File: src/rtl/exc_handler.sv
// exc_handler: takes exceptions/interrupts/ERET from MEM, commands CP0, flushes and redirects fetch
module exc_handler #(
  parameter logic [31:0] EXC_VECTOR   = 32'hBFC00380,
  parameter int          FLUSH_CYCLES = 2
) (
  input  logic        clk,
  input  logic        rst,
  input  logic        mem_valid_i,
  input  logic [7:0]  exc_flags_i,
  input  logic [31:0] pc_i,
  input  logic [31:0] badaddr_i,
  input  logic        in_delay_slot_i,
  input  logic [31:0] status_i,
  input  logic [31:0] cause_i,
  input  logic [31:0] epc_i,
  input  logic        cp0_wen_i,
  input  logic [4:0]  cp0_waddr_i,
  input  logic [31:0] cp0_wdata_i,
  input  logic        redirect_ready_i,
  output logic        busy_o,
  output logic        flush_o,
  output logic        redirect_valid_o,
  output logic [31:0] new_pc_o,
  output logic        exc_commit_o,
  output logic [4:0]  exc_code_o,
  output logic [31:0] exc_epc_o,
  output logic        exc_bd_o,
  output logic        epc_we_o,
  output logic        badv_we_o,
  output logic [31:0] exc_badvaddr_o,
  output logic        eret_commit_o
);
  typedef enum logic [1:0] {IDLE, FLUSH, REDIRECT} state_t;
  state_t      state;
  logic [3:0]  cnt;
  logic [31:0] target;
  logic [31:0] eff_status, eff_cause, eff_epc, epc_val, bad_val;
  logic        int_pend, any_exc, ev, bw;
  logic [4:0]  code;
  logic [7:0]  f;
  assign busy_o = state != IDLE;
  assign f = exc_flags_i;
  // Forward an MTC0 still in WB, then pick the highest-priority event for this instruction
  always_comb begin
    eff_status = (cp0_wen_i && cp0_waddr_i == 5'd12) ? cp0_wdata_i : status_i;
    eff_cause  = (cp0_wen_i && cp0_waddr_i == 5'd13) ? {cause_i[31:10], cp0_wdata_i[9:8], cause_i[7:0]} : cause_i;
    eff_epc    = (cp0_wen_i && cp0_waddr_i == 5'd14) ? cp0_wdata_i : epc_i;
    int_pend   = (|(eff_cause[15:8] & eff_status[15:8])) & eff_status[0] & ~eff_status[1];
    any_exc    = int_pend | (|f[6:0]);
    ev         = mem_valid_i & (any_exc | f[7]);
    code       = int_pend ? 5'd0 : f[0] ? 5'd4 : f[1] ? 5'd10 : f[2] ? 5'd12 :
                 f[3] ? 5'd8 : f[4] ? 5'd9 : f[5] ? 5'd4 : 5'd5;
    bw         = any_exc & (code == 5'd4 | code == 5'd5);
    bad_val    = (~int_pend & f[0]) ? pc_i : badaddr_i;
    epc_val    = in_delay_slot_i ? pc_i - 32'd4 : pc_i;
  end
  // Control FSM: commit pulse and flush on detection, hold flush, then handshake the redirect
  always_ff @(posedge clk or negedge rst) begin
    if (!rst) begin
      state            <= IDLE;
      cnt              <= '0;
      target           <= '0;
      flush_o          <= 1'b0;
      redirect_valid_o <= 1'b0;
      new_pc_o         <= '0;
      exc_commit_o     <= 1'b0;
      eret_commit_o    <= 1'b0;
      exc_code_o       <= '0;
      exc_epc_o        <= '0;
      exc_bd_o         <= 1'b0;
      epc_we_o         <= 1'b0;
      badv_we_o        <= 1'b0;
      exc_badvaddr_o   <= '0;
    end else begin
      exc_commit_o   <= 1'b0;
      eret_commit_o  <= 1'b0;
      exc_code_o     <= '0;
      exc_epc_o      <= '0;
      exc_bd_o       <= 1'b0;
      epc_we_o       <= 1'b0;
      badv_we_o      <= 1'b0;
      exc_badvaddr_o <= '0;
      case (state)
        IDLE: if (ev) begin
          state          <= FLUSH;
          cnt            <= '0;
          flush_o        <= 1'b1;
          target         <= any_exc ? EXC_VECTOR : eff_epc;
          exc_commit_o   <= any_exc;
          eret_commit_o  <= ~any_exc;
          exc_code_o     <= any_exc ? code : 5'd0;
          exc_epc_o      <= any_exc ? epc_val : 32'd0;
          exc_bd_o       <= any_exc & in_delay_slot_i;
          epc_we_o       <= any_exc & ~eff_status[1];
          badv_we_o      <= bw;
          exc_badvaddr_o <= bw ? bad_val : 32'd0;
        end
        FLUSH: if (cnt == 4'(FLUSH_CYCLES - 1)) begin
          state            <= REDIRECT;
          flush_o          <= 1'b0;
          redirect_valid_o <= 1'b1;
          new_pc_o         <= target;
        end else cnt <= cnt + 4'd1;
        REDIRECT: if (redirect_ready_i) begin
          state            <= IDLE;
          redirect_valid_o <= 1'b0;
          new_pc_o         <= '0;
        end
        default: state <= IDLE;
      endcase
    end
  end
endmodule

File: config.mk
export PLATFORM = sky130hd
export DESIGN_NAME = exc_handler
export DESIGN_NICKNAME = d
export VERILOG_FILES = /design/src/rtl/exc_handler.sv
export SDC_FILE = /design/constraint.sdc
export NUM_CORES = 1
export LEC_CHECK = 0
export CORE_AREA = 2 2 148 150
export CTS_CLUSTER_DIAMETER = 30
export CTS_CLUSTER_SIZE = 12
export DETAILED_ROUTE_END_ITERATION = 16
export DIE_AREA = 0 0 150 152
export SKIP_CTS_REPAIR_TIMING = 1
export SLEW_MARGIN = 10
export SYNTH_ARGS = -nofsm -noshare
export SYNTH_HDL_FRONTEND = slang
export SYNTH_SLANG_ARGS = --single-unit
File: constraint.sdc
create_clock -name clk -period 2.1 [get_ports clk]
set_input_delay 0.42 -clock clk [delete_from_list [all_inputs] [get_ports clk]]
set_output_delay 0.42 -clock clk [all_outputs]
set_load 0.05 [all_outputs]
==> metrics.cfg <==
[global_route]
grt_pass1_vias=5941
grt_busiest_layer=met2
grt.total_usage_pct=18.5
grt_antenna_before_repair=0
grtUsageMet2_pct=29.5
grt_overflow=0
grt_max_degree=56
use_met1_pct=22.5
grt_util_met3_pct=8.71
grt_pass1_wl_mm=32.6

[clocking]
clk_pin_slew_worst_paths_ps=70
cts_inserted_buffers=17
cts_tree=done
clockBufferDepth=2
cts_sinks=145
root_buffer=clkbuf_16
clock_latency_ps=420
htree_num_levels=4

[sta]
final-setup-viol-count=111
period_share_pct=123
rsz0062_at_grt=yes
period_minus_slack_ps=2590
tightest_slew_ps=943
hold_viol=0
setup_ws_ps=-490
max_freq_mhz=386
final_max_slew_viol_count=0
fin_skew_ps=7.51
relSlewSlack_pct=37.2

[synthesis]
synthArstFlopShare_pct=100
ys.flop_type=dfrtp_1
ys_types=51
synthCells=556
avgSynthCellArea_sq_um=11.3
syn_area_sq_um=6280
synth_commonest_cells=dfrtp_1, nor2_1, a22oi_1
synth_edf_count=0
yosysMostFrequentCell=dfrtp_1
yosys_warnings=0
synth_top_area_share_pct=57.8
ys_seq_area_share_pct=57.8
yosys-top-cells-area=dfrtp_1, nor2_1, mux2i_1, a22o_1, a22oi_1
ys_ff_latch=145
syn_nets=770
yosysTopAreaCell=dfrtp_1

[placed_design]
gp_congestion=0.835
place.detailed.hpwl_mm=16.0
dpl_cell_area_sq_um=10200
port_buffers=272

[min_path]
hp-start=pc_i[16]
min_path_cells=4
hp-class=primary input to register
min_to=exc_epc_o[16]

[detailed_routing]
routedWlPerCell_microns=18.3
drtIter0Drc=154
vias=5723
drt-total-wl_mm=22.0
antenna_left=0
firstDrtPassIters=4
viasPerCell=4.76
post-route-drc-count=0

[floorplanning]
die_h_microns=152
die-area_sq_um=22800
die_x_microns=150
start_util_pct=29.4
coreArea_sq_um=21400
num_rows=54
ioPinCount=320

[critical_path]
crit_slowest_cell=or3_4
end_kind=register
worstReg2RegEnd=new_pc_o[4]
crit_chain=clkbuf_2 -> nand4b_1 -> or3_4 -> mux2_4 -> o2111ai_4 -> o41a_1 -> or3_4 -> clkbuf_16 -> o2bb2ai_2
worstPathRequired_ps=2440
worstRegToRegCells=5
timing.rr.start=state[1]
critPathLaunchType=primary input
critPathArrivalTime_ps=2930
path_max_fanout=8
rrSetupSlack_ps=210
slowest_delay_ps=520
crit_type=primary input to register
crit_top_cell=or3_4

[finish]
final_area_sq_um=11300
fillCellCount=1932
fin_nets=1124
area_growth_pct=80.8
utilization_pct=53.2
diodes=0
drive_above_1_share_pct=25.8

[power]
power.density_nw_per_um2=914
p_leak_nw=4.80
max-vdd-ir-drop_mv=0.550

[status]
status=complete, but fails checks
violations=setup timing

[run]
cap_violations=0

==> state kept, by name, indices dropped and copies added (netlist names) <==
name              count
badv_we_o             1
cnt                   4
epc_we_o              1
eret_commit_o         1
exc_badvaddr_o       32
exc_bd_o              1
exc_code_o            4
exc_commit_o          1
exc_epc_o            32
flush_o               1
new_pc_o             32
redirect_valid_o      1
state                 2
target               32
==> power by group <==
| part | internal [mW] | switching (mW) | total [mW] |
|---|---|---|---|
| logic | 1.61 | 2.54 | 4.15 |
| clock network | 1.66 | 1.21 | 2.87 |
| registers | 3.18 | 0.178 | 3.36 |
| total | 6.44 | 3.93 | 10.4 |
==> metal layers <==
layer  routed length [microns]  vias up  share of wire [%]
li1                          -     2706                  -
met1                      8830     2768                 40
met2                     10400      230                 47
met3                      2520       19                 11
met4                       282        0                1.3
met5                         0        -                  0
==> kinds of logic (layout without fill, tap and decap cells) <==
family / count (synthesis) / after routing / synth area share [%]
other: 1 / 1 / 0.0597
buffers and inverters: 47 / 412 / 2.95
AOI/OAI and AO/OA: 123 / 124 / 15.5
DFF: 145 / 145 / 57.8
and+or+nand+nor: 171 / 171 / 13.0
muxes: 37 / 37 / 6.00
adders and majority gates: 3 / 3 / 0.598
xor gates and xnor gates: 29 / 29 / 4.05
==> layout make-up <==
| type | count | area (sq um) | share of cell area [%] |
|---|---|---|---|
| flip-flops and latches | 145 | 3630 | 32.0 |
| well taps | 280 | 350 | 3.09 |
| inverters | 11 | 53.8 | 0.474 |
| repair buffers | 370 | 3690 | 32.5 |
| clock buffers | 19 | 443 | 3.90 |
| multi-input cells | 365 | 3070 | 27.1 |
| clock inverters | 12 | 111 | 0.981 |
==> worst max-delay path by stage <==
stage	startpoint	to	slack [ps]	depth (start not counted)
3_3_place_gp	cp0_waddr_i[2]	target[31]	-1180	9
5_1_grt	cp0_waddr_i[4]	target[18]	-550	9
2_1_floorplan	pc_i[6]	exc_epc_o[18]	-570	8
6_report	cp0_waddr_i[4]	target[18]	-490	9
4_1_cts	cp0_waddr_i[2]	target[9]	-800	9
3_5_place_dp	cp0_waddr_i[2]	target[31]	-1240	9
==> placed cells by master, fill, tap and decap left out, drive strengths merged, types with 7 or more instances in the layout <==
| master | synthesis | routed |
|---|---|---|
| xor2 | 15 | 15 |
| dlymetal6s2s | 0 | 16 |
| clkdlybuf4s50 | 0 | 245 |
| o21ai | 9 | 9 |
| a22oi | 34 | 34 |
| or3 | 7 | 7 |
| nor2 | 90 | 90 |
| nand2 | 21 | 21 |
| o2bb2ai | 20 | 20 |
| a22o | 32 | 32 |
| mux2i | 32 | 32 |
| xnor2 | 14 | 14 |
| buf | 4 | 100 |
| nor3 | 11 | 11 |
| inv | 11 | 13 |
| a2bb2oi | 12 | 12 |
| dfrtp | 145 | 145 |
| clkbuf | 32 | 27 |
==> critical path: cells and delay by family <==
kind	cells	cell delay, ps
muxes	1	240
AOI/OAI and AO/OA	3	740
buffers and inverters	2	280
and+or+nand+nor	3	1250
==> metrics by stage <==
step	power (mW)	setup slack, ps	hold WS, ps	TNS, ps	cells
floorplan	5.66	-570	124	-37830	556
global placement	7.23	-1180	318	-115240	1157
detailed placement	7.25	-1240	317	-117980	1157
CTS	10.1	-805	-132	-69880	1188
global route	10.9	-550	371	-42520	1202
finish	10.4	-490	370	-34960	1202
Note: power is estimated with default switching activity, not from simulation.
==> patch: new RTL, same flow settings <==
The 3 states of `state_t` get a one-hot encoding in 3 bits.
--- a/src/rtl/exc_handler.sv
+++ b/src/rtl/exc_handler.sv
@@ -31,5 +31,5 @@
   output logic        eret_commit_o
 );
-  typedef enum logic [1:0] {IDLE, FLUSH, REDIRECT} state_t;
+  typedef enum logic [2:0] {IDLE = 3'b001, FLUSH = 3'b010, REDIRECT = 3'b100} state_t;
   state_t      state;
   logic [3:0]  cnt;
Behaviour: same outputs for any inputs over 10 cycles, from zero or initial values and one cycle with rst low; not proved beyond that.
==> patch against the original RTL <==
First-iteration DRC count up 48%; largest power group unchanged; register-to-register slack about the same; worst hold slack worse by 0.041 ns; the flow still finishes with violations (setup timing); clock power up 21%; worst setup slack better by 0.16 ns; synthesized area up 8.0%; critical path type unchanged; sequential share of layout area down 1.4 points; wire length up 7.8%; via count up 9.1%; fmax up 6.8%; design area up 5.3%; power up 17%; sequential cell count up 1.
==> patch: results (changes against the original RTL) <==
outcome -> finished with violations
Syn Nets -> 864 (+12%)
Detailed Routing Iterations Pass 1 -> 5 (+1)
final setup margin -> -0.326 ns (+0.164 ns)
RR Startpoint -> state[0]
share of cells above drive strength 1 -> 24.9% (-0.91 points)
cells on worst reg2reg path -> 6 (+1)
r2r endpoint -> target[2]
DPL Wire Length -> 17300 µm (+8.6%)
Unique masters post-synth -> 59 (+16%)
Post-Route WL -> 23700 µm (+7.8%)
metal3 WL -> 2390 µm (-5.3%)
vias in the first global route -> 6340 (+6.7%)
vias -> 6246 (+9.1%)
largest net degree at the start of global routing -> 42 (-25%)
DRT met1 WL -> 9310 µm (+5.4%)
final-report setup violation count -> 108 (-2.7%)
starting DRC count in detailed routing -> 228 (+48%)
aggregate negative setup slack -> -26.75 ns (+8.22 ns)
WHS Path Cells -> 3 (-1)
most instantiated cells after synthesis -> 145 x dfrtp_1, 80 x nand2_1, 69 x o21ai_0, 44 x nor2_1, 39 x a21oi_1
failing checks -> setup timing
crit path max fanout -> 6 (-2)
Synth area leaders -> dfrtp_1 54%, o21ai_0 5.1%, mux2i_1 5.0%, nand2_1 4.4%, a21oi_1 2.9%
maximum VDD drop -> 555 µV (+0.88%)
Pleak -> 5.09 nW (+6.0%)
WL met2 -> 11800 µm (+14%)
initial antenna violation count -> 2 (+2)
final net count -> 1230 (+9.4%)
Clock Skews -> 0.0131 ns (+0.00558 ns)
hold_sp -> pc_i[4]
fillcell total -> 1937 (+0.26%)
patch: cell types whose count changed after synthesis, sizes merged, moves of 6 or more:
cell / delta
o21ai: +63
nand2: +59
nor2: -46
a21oi: +34
a22o: -32
a22oi: -32
nand3: +30
buf: +11
xor2: -6
patch: per-stage QoR:
step / instances / cell area (µm²) / hold WS (ns) / util [%]
final: 1310 / 12000 / 0.329 / 56.0
after global routing: 1309 / 11900 / 0.362 / 56.0
after CTS: 1293 / 11300 / -0.103 / 53.0
after detailed placement: 1262 / 10700 / 0.351 / 49.9
after global placement: 1262 / 10700 / 0.353 / 49.9
after floorplan: 650 / 6790 / 0.124 / -
patch: critical path, cell delays in order:
cell             delay (ns)
clkdlybuf4s50_1        0.43
or4_4                  0.54
or4_4                  0.55
buf_4                  0.17
o31ai_4                0.25
buf_6                  0.16
clkbuf_16              0.15
o2bb2ai_2              0.09
patch: cell families (layout without fill, tap and decap cells):
kind of cell	after synthesis	count (layout)	synth area share, %
buffers and inverters	57	435	4.02
other	1	3	0.0553
adders and majority gates	3	3	0.554
muxes	40	40	6.02
and+or+nand+nor	217	217	16.1
xor gates and xnor gates	28	28	3.62
AOI/OAI and AO/OA	158	158	15.7
DFF	146	146	53.9
patch: area by class of cell:
| class | instances | area (µm²) | share of cell area, % |
|---|---|---|---|
| Antenna cell | 2 | 5.00 | 0.0419 |
| Clock buffer | 19 | 433 | 3.62 |
| Clock inverter | 12 | 231 | 1.94 |
| Inverter | 13 | 56.3 | 0.471 |
| Multi-Input combinational cell | 447 | 3230 | 27.0 |
| Sequential cell | 146 | 3650 | 30.6 |
| Tap cell | 280 | 350 | 2.93 |
| Timing Repair Buffer | 391 | 3990 | 33.4 |
patch: worst max-delay path by stage:
stage,to,slack [ns],cells after the start
after floorplan,target[22],-0.59,10
after global placement,exc_badvaddr_o[1],-1.13,11
after detailed placement,flush_o,-1.13,11
after CTS,exc_bd_o,-0.70,12
after global routing,target[17],-0.35,12
final,target[17],-0.33,8
patch: power breakdown:
part           switching, mW  total (mW)  leakage (nW)  internal, mW
clock                   1.23        3.46         0.318          2.23
sequential             0.263        3.61          1.87          3.34
combinational           3.14        5.12          2.90          1.98
total                   4.63        12.2          5.09          7.55
patch: metal layers:
metal  up-vias  global-route usage [%]
met3        14                    8.17
li1       3023                       -
met1      2987                    23.3
met4         0                    5.30
met5         -                       0
met2       222                    33.4
